===== config.mk =====
export PLATFORM = sky130hd
export DESIGN_NAME = level_meter
export DESIGN_NICKNAME = d
export VERILOG_FILES = /design/src/rtl/level_meter_pkg.sv /design/src/rtl/level_meter_abs_scale.sv /design/src/rtl/level_meter.sv
export SDC_FILE = /design/constraint.sdc
export NUM_CORES = 1
export LEC_CHECK = 0
export ABC_AREA = 1
export CORE_ASPECT_RATIO = 0.9
export CORE_MARGIN = 8
export CORE_UTILIZATION = 45
export DETAILED_ROUTE_END_ITERATION = 8
export PLACE_DENSITY_LB_ADDON = 0.08
export RECOVER_POWER = 50
export SKIP_LAST_GASP = 1
export SYNTH_ARGS = -nofsm -noshare
export SYNTH_HDL_FRONTEND = slang
export SYNTH_SLANG_ARGS = --single-unit

===== constraint.sdc =====
create_clock -name clk -period 2.5 [get_ports clk]
set_clock_uncertainty 0.2 [all_clocks]
set_input_delay 0.375 -clock clk [delete_from_list [all_inputs] [get_ports clk]]
set_output_delay 0.375 -clock clk [all_outputs]
set_load 0.05 [all_outputs]

===== src/rtl/level_meter_pkg.sv =====
// level_meter_pkg: constants and FSM state encoding shared by the level meter.
//   SMAG_MAX : full-scale scaled magnitude (a clipping sample)
//   MAG_SAT  : magnitude saturation limit before scaling
//   state_e  : meter FSM states
package level_meter_pkg;

    localparam int unsigned SMAG_MAX = 255;
    localparam int unsigned MAG_SAT  = 2047;

    typedef enum logic [1:0] {
        StIdle  = 2'd0,
        StHold  = 2'd1,
        StDecay = 2'd2
    } state_e;

endpackage


===== src/rtl/level_meter_abs_scale.sv =====
// abs_scale: combinational magnitude of an offset-binary sample.
// Computes |sample - MID|, saturates it to MAG_SAT, then scales it to 8 bits (>> 3).
//   sample_i : ADC code, unsigned offset-binary
//   smag_o   : scaled magnitude, 0..255
module abs_scale
    import level_meter_pkg::*;
#(
    parameter int unsigned SAMPLE_W = 12,
    parameter int unsigned MID      = 2048
) (
    input  logic [SAMPLE_W-1:0] sample_i,
    output logic [7:0]          smag_o
);

    logic [31:0] samp_u;
    logic [31:0] mag;
    logic [10:0] mag_sat;

    always_comb begin
        samp_u  = 32'(sample_i);
        mag     = (samp_u >= MID) ? (samp_u - MID) : (MID - samp_u);
        // Code 0 gives MID (2048 for 12 bits), one past the positive range.
        mag_sat = (mag > MAG_SAT) ? 11'(MAG_SAT) : mag[10:0];
        smag_o  = 8'(mag_sat >> 3);
    end

endmodule


===== src/rtl/level_meter.sv =====
// level_meter: frame-synchronous VU meter with peak hold and linear decay.
// Tracks the peak scaled magnitude of valid samples in each display frame. On every
// frame tick (v_sync going active), it updates the displayed level and the clip flag,
// so both stay constant for the whole of the next frame.
//   clk          : pixel clock
//   reset        : asynchronous, active-high
//   sample_valid : qualifies sample, one sample per asserted cycle
//   sample       : ADC code, unsigned offset-binary
//   v_sync       : vertical sync, active level given by V_POL
//   level        : VU level, 0..255
//   clip         : previous frame contained a full-scale sample
module level_meter
    import level_meter_pkg::*;
#(
    parameter int unsigned SAMPLE_W    = 12,
    parameter int unsigned MID         = 2048,
    parameter int unsigned HOLD_FRAMES = 30,
    parameter int unsigned DECAY_STEP  = 2,
    parameter bit          V_POL       = 1'b0
) (
    input  logic                clk,
    input  logic                reset,
    input  logic                sample_valid,
    input  logic [SAMPLE_W-1:0] sample,
    input  logic                v_sync,
    output logic [7:0]          level,
    output logic                clip
);

    localparam int unsigned HOLD_W = (HOLD_FRAMES > 2) ? $clog2(HOLD_FRAMES) : 1;

    logic [7:0]        smag;
    logic              tick;

    logic              vs_prev_q, vs_prev_d;
    logic [7:0]        frame_peak_q, frame_peak_d;
    logic [7:0]        level_q, level_d;
    logic              clip_q, clip_d;
    logic [HOLD_W-1:0] hold_cnt_q, hold_cnt_d;
    state_e            state_q, state_d;

    abs_scale #(
        .SAMPLE_W(SAMPLE_W),
        .MID     (MID)
    ) u_abs_scale (
        .sample_i(sample),
        .smag_o  (smag)
    );

    // A tick fires only on the inactive-to-active edge; holding v_sync active does nothing.
    assign tick = (v_sync == V_POL) && (vs_prev_q != V_POL);

    always_comb begin
        vs_prev_d    = v_sync;
        frame_peak_d = frame_peak_q;
        level_d      = level_q;
        clip_d       = clip_q;
        hold_cnt_d   = hold_cnt_q;
        state_d      = state_q;

        if (tick) begin
            // A sample that arrives on the tick cycle opens the new frame.
            frame_peak_d = sample_valid ? smag : 8'd0;
            clip_d       = (frame_peak_q == 8'(SMAG_MAX));

            if ((frame_peak_q >= level_q) && (frame_peak_q != 8'd0)) begin
                level_d    = frame_peak_q;
                hold_cnt_d = HOLD_W'(HOLD_FRAMES - 1);
                state_d    = StHold;
            end else begin
                unique case (state_q)
                    StIdle: begin
                        level_d = 8'd0;
                    end
                    StHold: begin
                        if (hold_cnt_q != '0) begin
                            hold_cnt_d = hold_cnt_q - HOLD_W'(1);
                        end else begin
                            state_d = StDecay;
                        end
                    end
                    StDecay: begin
                        if (32'(level_q) > DECAY_STEP) begin
                            level_d = level_q - 8'(DECAY_STEP);
                        end else begin
                            level_d = 8'd0;
                            state_d = StIdle;
                        end
                    end
                    default: begin
                        level_d = 8'd0;
                        state_d = StIdle;
                    end
                endcase
            end
        end else if (sample_valid && (smag > frame_peak_q)) begin
            frame_peak_d = smag;
        end
    end

    always_ff @(posedge clk or posedge reset) begin
        if (reset) begin
            vs_prev_q    <= ~V_POL;
            frame_peak_q <= 8'd0;
            level_q      <= 8'd0;
            clip_q       <= 1'b0;
            hold_cnt_q   <= '0;
            state_q      <= StIdle;
        end else begin
            vs_prev_q    <= vs_prev_d;
            frame_peak_q <= frame_peak_d;
            level_q      <= level_d;
            clip_q       <= clip_d;
            hold_cnt_q   <= hold_cnt_d;
            state_q      <= state_d;
        end
    end

    assign level = level_q;
    assign clip  = clip_q;

endmodule


=== Yosys cells after proc, flatten, opt, wreduce, memory -nomap -nowiden ===
Cells that the tools add are included.
Widths: inputs -> output; s select.

* Register bits: 25
* Logic and storage cells: 50
* Output and inout port bits: 9

* Reductions and logical operators: 12
* Magnitude comparators: 5
* Equality and inequality tests: 7
* Bitwise gates (word level): 1
* Mux-type cells: 15
* Add/sub/neg operators: 4

{| class="wikitable"
|+ Operator list
! kind !! number
|-
| $mux 8 || 5
|-
| $gt 32x11->1 const B || 1
|-
| $mux 32 || 1
|-
| $pmux 8 s2 || 1
|-
| $mux 5 || 3
|-
| $sub 12x12->13 const A || 1
|-
| $sub 12x12->13 const B || 1
|-
| $ge 12x12->1 const B || 1
|-
| $mux 11 || 1
|-
| $eq 8x8->1 const B || 1
|-
| $ge 8x8->1 || 1
|-
| $gt 8x2->1 const B || 1
|-
| $gt 8x8->1 || 1
|-
| $reduce_bool 8->1 || 1
|-
| $sub 8x2->8 const B || 1
|-
| $mux 2 || 3
|-
| $ne 3x3->1 const B || 2
|-
| $pmux 2 s3 || 1
|-
| $reduce_bool 2->1 || 3
|-
| $reduce_bool 5->1 || 1
|-
| $sub 5x1->5 const B || 1
|-
| $ne 2x2->1 const B || 2
|-
| $reduce_and 4->1 || 1
|-
| $logic_and 1x1->1 || 3
|-
| other kinds (6) || 6
|}

=== Logic depth before layout (Yosys ltp) ===
* Depth in word-level cells: 8
* Mapped depth: 16
* Gate-level depth less buffers: 16

=== By module ===
Synthesis repeated with hierarchy kept, for this count alone.

* Cell total of the unflattened synthesis: 300
* Area total of the unflattened synthesis: 2168.3 µm²

{| class="wikitable"
|+ Modules (own cells, without submodules)
! module !! cells each !! instances !! area each (µm²) !! sequential area each (µm²)
|-
| level_meter || 250 || 1 || 1865.5 || 626.9
|-
| abs_scale || 50 || 1 || 302.8 || 0.0
|}

=== Worst setup path before layout ===
Ideal clock, no wire load.

* Path type: input-to-reg
* From: in sample[2]
* To: reg frame_peak_q[0]
* Stages on the path: 14
* Setup slack: 140 ps
* Required time: 2183 ps
* Buffers on the path: 0
* Arrival: 2043 ps
* Setup time: 117 ps
* Path through: nor2_1 > nand3b_1 > o21ai_1 > nand3_1 > nand2_1 > nand2_1 > ha_1 > nand2_1 > nor2_1 > nand4_1 > nand3_2 > nand2_1 > nand2_1 > nand2_1

* Longest elaborated chain between the ends: 7
* Elaborated cells on any way between the ends: 12
* Those cells by class: add/sub (2); order compare (3); mux (5); reduce/logical (2)

{| class="wikitable"
|+ Ends and longest elaborated chain
! element !! RTL line !! source
|-
| start, declared || level_meter.sv:24 || <nowiki>input logic [SAMPLE_W-1:0] sample,</nowiki>
|-
| $sub 12x12->13 or $ge 12x12->1 (tied branches) || level_meter_abs_scale.sv:21 || <nowiki>mag = (samp_u >= MID) ? (samp_u - MID) : (MID - samp_u);</nowiki>
|-
| $mux 32 (*) || level_meter_abs_scale.sv:21 ||
|-
| $gt 32x11->1 || level_meter_abs_scale.sv:23 || <nowiki>mag_sat = (mag > MAG_SAT) ? 11'(MAG_SAT) : mag[10:0];</nowiki>
|-
| $mux 11 (*) || level_meter_abs_scale.sv:23 ||
|-
| $gt 8x8->1 || level_meter.sv:96 || <nowiki>end else if (sample_valid && (smag > frame_peak_q)) begin</nowiki>
|-
| $logic_and 1x1->1 || level_meter.sv:96 ||
|-
| $reduce_bool 2->1 (no line) || -- ||
|-
| end signal, assigned || level_meter.sv:111 || <nowiki>frame_peak_q <= frame_peak_d;</nowiki>
|-
| end, declared || level_meter.sv:36 || <nowiki>logic [7:0] frame_peak_q, frame_peak_d;</nowiki>
|}

Mark *: on every way between the ends. The rest lies on a longest branch, timed or not. The select of a mux whose other input is x is not followed.
A chain may end at the register's enable or synchronous reset.

=== Worst setup path in the final report ===
* From: in sample[1]
* To: reg frame_peak_q[4]

The elaborated chain is that of the path after synthesis.

==> results.md <==
- The class of the worst hold path is reg2reg.
- The actual slew at the worst max-slew pin is 0.738 ns.
- The clock period minus final worst setup slack is 2.50 ns.
- Of the available clock period, the critical path in the final layout requires 0.999.
- The path type of the worst setup path is in2reg.
- By count the netlist is led by 110 x sky130_fd_sc_hd__nand2_1, 38 x sky130_fd_sc_hd__inv_1, 29 x sky130_fd_sc_hd__nand3_1.
- The setup TNS is 0 ns.
- The wire length reported by the detailed router is 5550 um.
- The initial antenna violation count is 0.
- Counting flops with an async set or reset pin after synthesis yields a share of 1.00.
- The maximum buffer depth of the clock tree is 2.
- In this run the remaining antenna-violating nets after routing total 0.
- The static leakage power is 0.00153 uW.
- The maximum fanout along the worst path is 8.
- The number of global-route vias before repair was between 2k and 2.5k.
- Data on the critical path arrives at its endpoint at around 2.5 ns.
- The tree built by TritonCTS fans out to 25 sinks.
- For hold timing, the worst endpoint is hold_cnt_q[4].
- Synthesis produced 304 cells.
- The via total after detailed routing is 2087.
- The worst setup slack after layout is 0.00329 ns.
- The worst-case headroom to the max-slew limit is 0.508.
- The mean instance size in the synthesized netlist is 6.90 sq um.
- The floorplan step defined a die boundary enclosing 7100 sq um.
- The fmax is around 400 MHz.
- Registers take 627 sq um.
- The final weighted congestion in routability-driven placement is 0.813.
- The critical path's largest stage delay is 0.23 ns.
- Timing analysis after detailed placement gives a worst setup slack of -0.596 ns.
- The biggest area consumer among synthesized cells is sky130_fd_sc_hd__dfrtp_1.
- In this run, CTS created clock tree buffers numbering 3.
- The total power divided by cell area is 1050 nW/um^2.
- The final number of setup-violating endpoints is 0.
- The count of cells along the worst register-to-register path is 12.
- By area the synthesized netlist is led by sky130_fd_sc_hd__dfrtp_1 29%, sky130_fd_sc_hd__nand2_1 20%, sky130_fd_sc_hd__ha_1 11%.
- The synthesized area is 2100 sq um.
- The cell that appears most often on the critical path is sky130_fd_sc_hd__nand2_1.
- For this run, the total global-route usage over all layers was measured as 0.160.
- The critical path launch point type is a primary input.
- Traced cell by cell, the critical path runs through clkdlybuf4s15_1 > nor2_2 > nand3b_1 > buf_6 > nor2_4 > nand4_4 > nand2_2 > inv_1 > ha_1 > inv_1 > a21oi_2 > o21ai_2 > nand2_1 > nand2_1 > nand3_2 > buf_6 > nand3_2 > nand2_1.
- The worst hold slack across all endpoints is 0.301 ns.
- The average vias per placed instance is 4.85.
- The most repeated cell in the gate-level netlist after synthesis is sky130_fd_sc_hd__nand2_1.
- The critical-path cell with the highest stage delay is sky130_fd_sc_hd__nand4_4.
- In this run, synthesis produced a sequential element count of 25.
- The worst register-to-register path has a setup slack of just under 0.4 ns.
- Entering global routing, the biggest net connects 15 pins.
- The floorplan step defined a core boundary enclosing ~4500 sq um.
- The number of diodes is 0.
- The number of max-cap violations is 0.
- The clock tree from TritonCTS is built.
- The maximum resistive drop on vdd is 0.432 mV.
- The clock slew at the register clock pins of the worst setup and hold paths is approximately 0.090 ns.
- Counting distinct cell types in the post-synthesis netlist gives 30.
- Compared with the post-synthesis result, the final layout area differs by 42.7%.
- Global routing finished with a remaining overflow of 0.
- The clock latency on the worst-skew pair is 0.27 ns.
- The I/O pin count is 25.
- The multi-input combinational cells in the finished layout cover a total of 1550 sq um.
- The number of endpoints with negative hold slack in the final report is 0.
- The number of instances in the placed design is 406.
- In this run the number of H-tree levels came out at 1.
- The worst setup path is captured at a flop.
- The floorplan die width is 88.0 um.
- In the final design database the tool counted ~400 nets.
- The number of max-slew violations in the final report is 0.
- The number of iterations in the first detailed-routing pass is 4.
- After detailed routing, the number of remaining DRC violations is 0.
- The number of nets in the synthesized netlist is 339.
- The run finished with clean final reports.
- The count of input and output buffers is 24.
- Summed over all nets, the half-perimeter wirelength after detailed placement is 3990 um.
- The wire length per cell is 12.9 um.
- The number of cells on the worst hold path is 2.
- The layout has 387 filler cells.
- The y dimension of the die is 80.8 um.
- After floorplanning, the core was divided into 23 placement rows.
- The initial detailed-routing violation count is 70.
- The startpoint identified for the worst register-to-register timing path is level[1].
- Among all flip-flop cells after synthesis, the most frequent one is sky130_fd_sc_hd__dfrtp_1.
- The data required time at the worst endpoint is 2.47 ns.
- The first global-routing pass estimated 9220 um of wire.
- The initial utilization of the core area, before any placement, comes to 0.470.
- The sequential-to-total area share from yosys stat is 0.299.
- The count of cells in the finished layout, fillers not included, comes to 430.
- In this run the critical register-to-register path is captured at level[7].
- The number of synthesized flops with an enable pin is 0.
- The share of synthesized area in the top cell type comes to 0.286.
- The tree is rooted in a sky130_fd_sc_hd__clkbuf_8.
- In the final layout, the share of cells above drive strength 1 is 0.285.
- The synthesis warning total is 0.
- The source of the worst hold timing path is hold_cnt_q[4].
[cell usage in the layout (no fill, tap or decap), types with 3 or more instances in the layout]
cell,n
sky130_fd_sc_hd__buf_4,35
sky130_fd_sc_hd__clkbuf_8,3
sky130_fd_sc_hd__dfrtp_1,24
sky130_fd_sc_hd__o21ai_1,5
sky130_fd_sc_hd__inv_2,8
sky130_fd_sc_hd__nand3_2,10
sky130_fd_sc_hd__nand3_4,3
sky130_fd_sc_hd__a21oi_2,4
sky130_fd_sc_hd__nand2_1,101
sky130_fd_sc_hd__ha_1,15
sky130_fd_sc_hd__nand2_2,8
sky130_fd_sc_hd__dlygate4sd3_1,3
sky130_fd_sc_hd__clkdlybuf4s50_1,10
sky130_fd_sc_hd__nor2_2,4
sky130_fd_sc_hd__inv_1,34
sky130_fd_sc_hd__nor2_4,6
sky130_fd_sc_hd__nand2_4,5
sky130_fd_sc_hd__clkdlybuf4s15_1,3
sky130_fd_sc_hd__nor3_1,5
sky130_fd_sc_hd__nor2_1,13
sky130_fd_sc_hd__ha_4,4
sky130_fd_sc_hd__nand3_1,18
sky130_fd_sc_hd__xor2_1,6
sky130_fd_sc_hd__a21oi_1,3
sky130_fd_sc_hd__dlymetal6s2s_1,6
sky130_fd_sc_hd__o21ai_2,4
sky130_fd_sc_hd__nand4_1,6
[critical path: cells and delay by family]
kind	cells	cell delay, ns
fa+ha+maj	1	0.17
buf+inv	5	0.64
compound gates	2	0.17
simple gates	10	1.11
[cells by family (layout without fill, tap and decap cells)]
logic type,count (synthesis),after routing,share of synthesized area
flops,25,25,0.299
xor+xnor,9,9,0.0376
compound gates,22,22,0.0585
buf+inv,44,108,0.0829
fa+ha+maj,19,19,0.113
simple gates,185,185,0.409
[timing repair]
item	4_1_cts	5_1_grt
pin swaps	26	25
endpoints found under the hold margin	0	0
gates resized for setup	32	45
cloned	0	0
hold buffers	0	0
buffers inserted	16	4
endpoints found under the setup margin	8	8
[stage by stage]
stage                     utilization  total power [uW]  area (sq um)
after floorplan                     -              2220          2100
after global placement          0.568              2640          2530
after detailed placement        0.568              2680          2530
after CTS                       0.632              3030          2820
after global routing            0.671              3480          2990
final                           0.671              3150          2990
[layout make-up]
cell class | count | area share
clock buffer | 4 | 0.0151
sequential | 25 | 0.209
inverter | 42 | 0.0527
timing repair buffer | 62 | 0.180
multi-input combinational | 235 | 0.517
tap | 62 | 0.0259
[how the worst max path moves through the flow]
stage                          from               to  depth (start not counted)
after detailed placement  sample[2]  frame_peak_q[6]                         15
after floorplan           sample[2]  frame_peak_q[0]                         14
final                     sample[1]  frame_peak_q[4]                         18
after global placement    sample[2]  frame_peak_q[4]                         15
after global routing      sample[1]  frame_peak_q[4]                         18
after CTS                 sample[1]  frame_peak_q[4]                         17
[layer usage]
| metal | global-route usage | routed length, um | part of all wire |
|---|---|---|---|
| met1 | 0.199 | 2500 | 0.45 |
| met2 | 0.284 | 2800 | 0.51 |
| met3 | 0.0222 | 159 | 0.029 |
| met4 | 0.0360 | 83 | 0.015 |
| met5 | 0 | 0 | 0 |
[power by group]
group	switching, uW	leakage (uW)	internal [uW]
registers	211	0.000308	560
logic	1320	0.00120	816
clock network	131	0.0000228	114
total	1660	0.00153	1490
[registers in the layout, summed over array words and instances, names as in the netlist]
name	cells
vs_prev_q	1
clip	1
level	8
state_q	2
hold_cnt_q	5
frame_peak_q	8
Power figures use the tool's default switching activity.
==> RTL change (same flow settings) <==
`SAMPLE_W` is set to 12 in 2 places; all go to 24.
--- a/src/rtl/level_meter_abs_scale.sv
+++ b/src/rtl/level_meter_abs_scale.sv
@@ -5,7 +5,7 @@
 module abs_scale
     import level_meter_pkg::*;
 #(
-    parameter int unsigned SAMPLE_W = 12,
+    parameter int unsigned SAMPLE_W = 24,
     parameter int unsigned MID      = 2048
 ) (
     input  logic [SAMPLE_W-1:0] sample_i,
--- a/src/rtl/level_meter.sv
+++ b/src/rtl/level_meter.sv
@@ -12,7 +12,7 @@
 module level_meter
     import level_meter_pkg::*;
 #(
-    parameter int unsigned SAMPLE_W    = 12,
+    parameter int unsigned SAMPLE_W    = 24,
     parameter int unsigned MID         = 2048,
     parameter int unsigned HOLD_FRAMES = 30,
     parameter int unsigned DECAY_STEP  = 2,
Interface: changed (resized sample); port bits go from 25 to 37. The function was not compared with the original's and may differ.
==> RTL change against the unedited design <==
- the run now ends with setup timing left
- sequential cell count unchanged
- synthesized area increased by 29%
- routed wire length increased by 84%
- worst hold slack improved by 14 ps
- via count increased by 68%
- combinational power decreased by 3%
- setup slack got worse by 990 ps
- total power decreased by 5.6%
- sequential share of layout area decreased by 7.6 points
- core utilization increased by 12 points
- die area increased by 24%
- design area increased by 59%
- critical endpoint is now frame_peak_q[6]
- largest cell class unchanged
==> RTL change: results (changes against the unedited design) <==
DR WL/cell 15.79 microns (+22%); Iteration-0 DRC Markers 229 (+230%); register area 635.6 sq um (+1.4%); first-pass GRT wire length 15270 microns (+66%); Worst Hold Launch clip; sequential share of the synthesized area 0.2309 (-0.06805); Int Power 1526 uW (+2.4%); failing checks setup timing; largest stage delay on the critical path 300 ps (+70 ps); worst r2r path cells 11 (-1); VDD IR max 0.0004931 V (+14%); most frequent cells after synthesis nand2_1 (102), inv_1 (50), nor2_1 (44), nand3_1 (36), dfrtp_1 (24); DRC viols 0 (unchanged); metal3 WL 763 microns (+380%); vias in the first global route 3309 (+64%); number of post-CTS setup repair buffers 17 (+1); Endpoint, Worst Hold clip; pre-CTS setup slack -1613 ps (-1017 ps); Post-DP Area 4084 sq um (+61%); Final #Nets 626 (+55%); Mean Syn Cell Area 6.590 sq um (-4.5%); switching portion of total power 0.4867 (-0.04022); Power Clock 250 uW (+2%); port bufs 36 (+50%); hpwl dp 6976 microns (+75%); final RePlAce weighted congestion 0.8926 (+9.8%); reg2reg start level[3]; CP Data Arrival Time 3500 ps (+1030 ps); Post-synth ARST share 1.000 (unchanged); Met2 Routed Length 4866 microns (+74%); metal1 wirelength 4341 microns (+74%); Final setup viols 11 (+11); Pleak 0.002205 uW (+44%); non-clock buffer share of cell area 0.2783 (+0.09854); Post-Syn Nets 461 (+36%); status finished with violations; routing usage on met2 0.3689 (+0.08495); Final WS setup -986.1 ps (-989.4 ps); post_cts resized 158 (+390%); Setup TNS Final -7876 ps (-7876 ps); fillers 385 (-0.52%); share of cells above drive strength 1 0.4896 (+0.2043); Layout clock area frac 0.01027 (-0.004782); Via Count 3506 (+68%); Synth area leaders dfrtp_1 (22%), nand2_1 (14%), ha_1 (9.7%), inv_1 (6.9%), nand3_1 (6.6%); count of cell types in the netlist 34 (+13%); Worst Hold Depth 2 (unchanged); sequential share of power 0.223 (-0.022); comb_multi_in 327 (+39%); inverter count 58 (+38%); Post-Layout Cell Count 648 (+51%); worst reg2reg setup slack -80 ps (-470 ps); met1 GRT Util 0.2826 (+0.08354); multi-input combinational area share 0.5016 (-0.01556); Reg-to-Reg End level[3]; gr usage total 0.2126 (+0.05299); Crit-path slowest cell ha_4; Non-Clock Buffer Count 162 (+160%)
## RTL change: cell types whose count changed after synthesis, moves of 6 or more
cell / change
o22ai_1: +8
a21oi_1: +6
xor2_1: +8
nor2_1: +27
nand2_1: -8
inv_1: +12
nand3_1: +7
o21ai_0: +8
nand2_2: +7
## RTL change: worst max path at each step
| stage | start | end | slack (ps) | cells after the start |
|---|---|---|---|---|
| floorplan | sample[1] | frame_peak_q[0] | -740 | 23 |
| global placement | sample[1] | frame_peak_q[1] | -1490 | 25 |
| detailed placement | sample[1] | frame_peak_q[6] | -1610 | 25 |
| CTS | sample[19] | frame_peak_q[4] | -670 | 21 |
| global route | sample[11] | frame_peak_q[1] | -1050 | 24 |
| finish | sample[11] | frame_peak_q[6] | -990 | 23 |
## RTL change: cell families after synthesis
kind of cell               count (synthesis)  synth area share
and+or+nand+nor                          237            0.4175
xor gates and xnor gates                  21           0.06774
adders and majority gates                 21           0.09677
AOI/OAI and AO/OA                         48            0.1028
DFF                                       25            0.2309
buffers and inverters                     60           0.08434
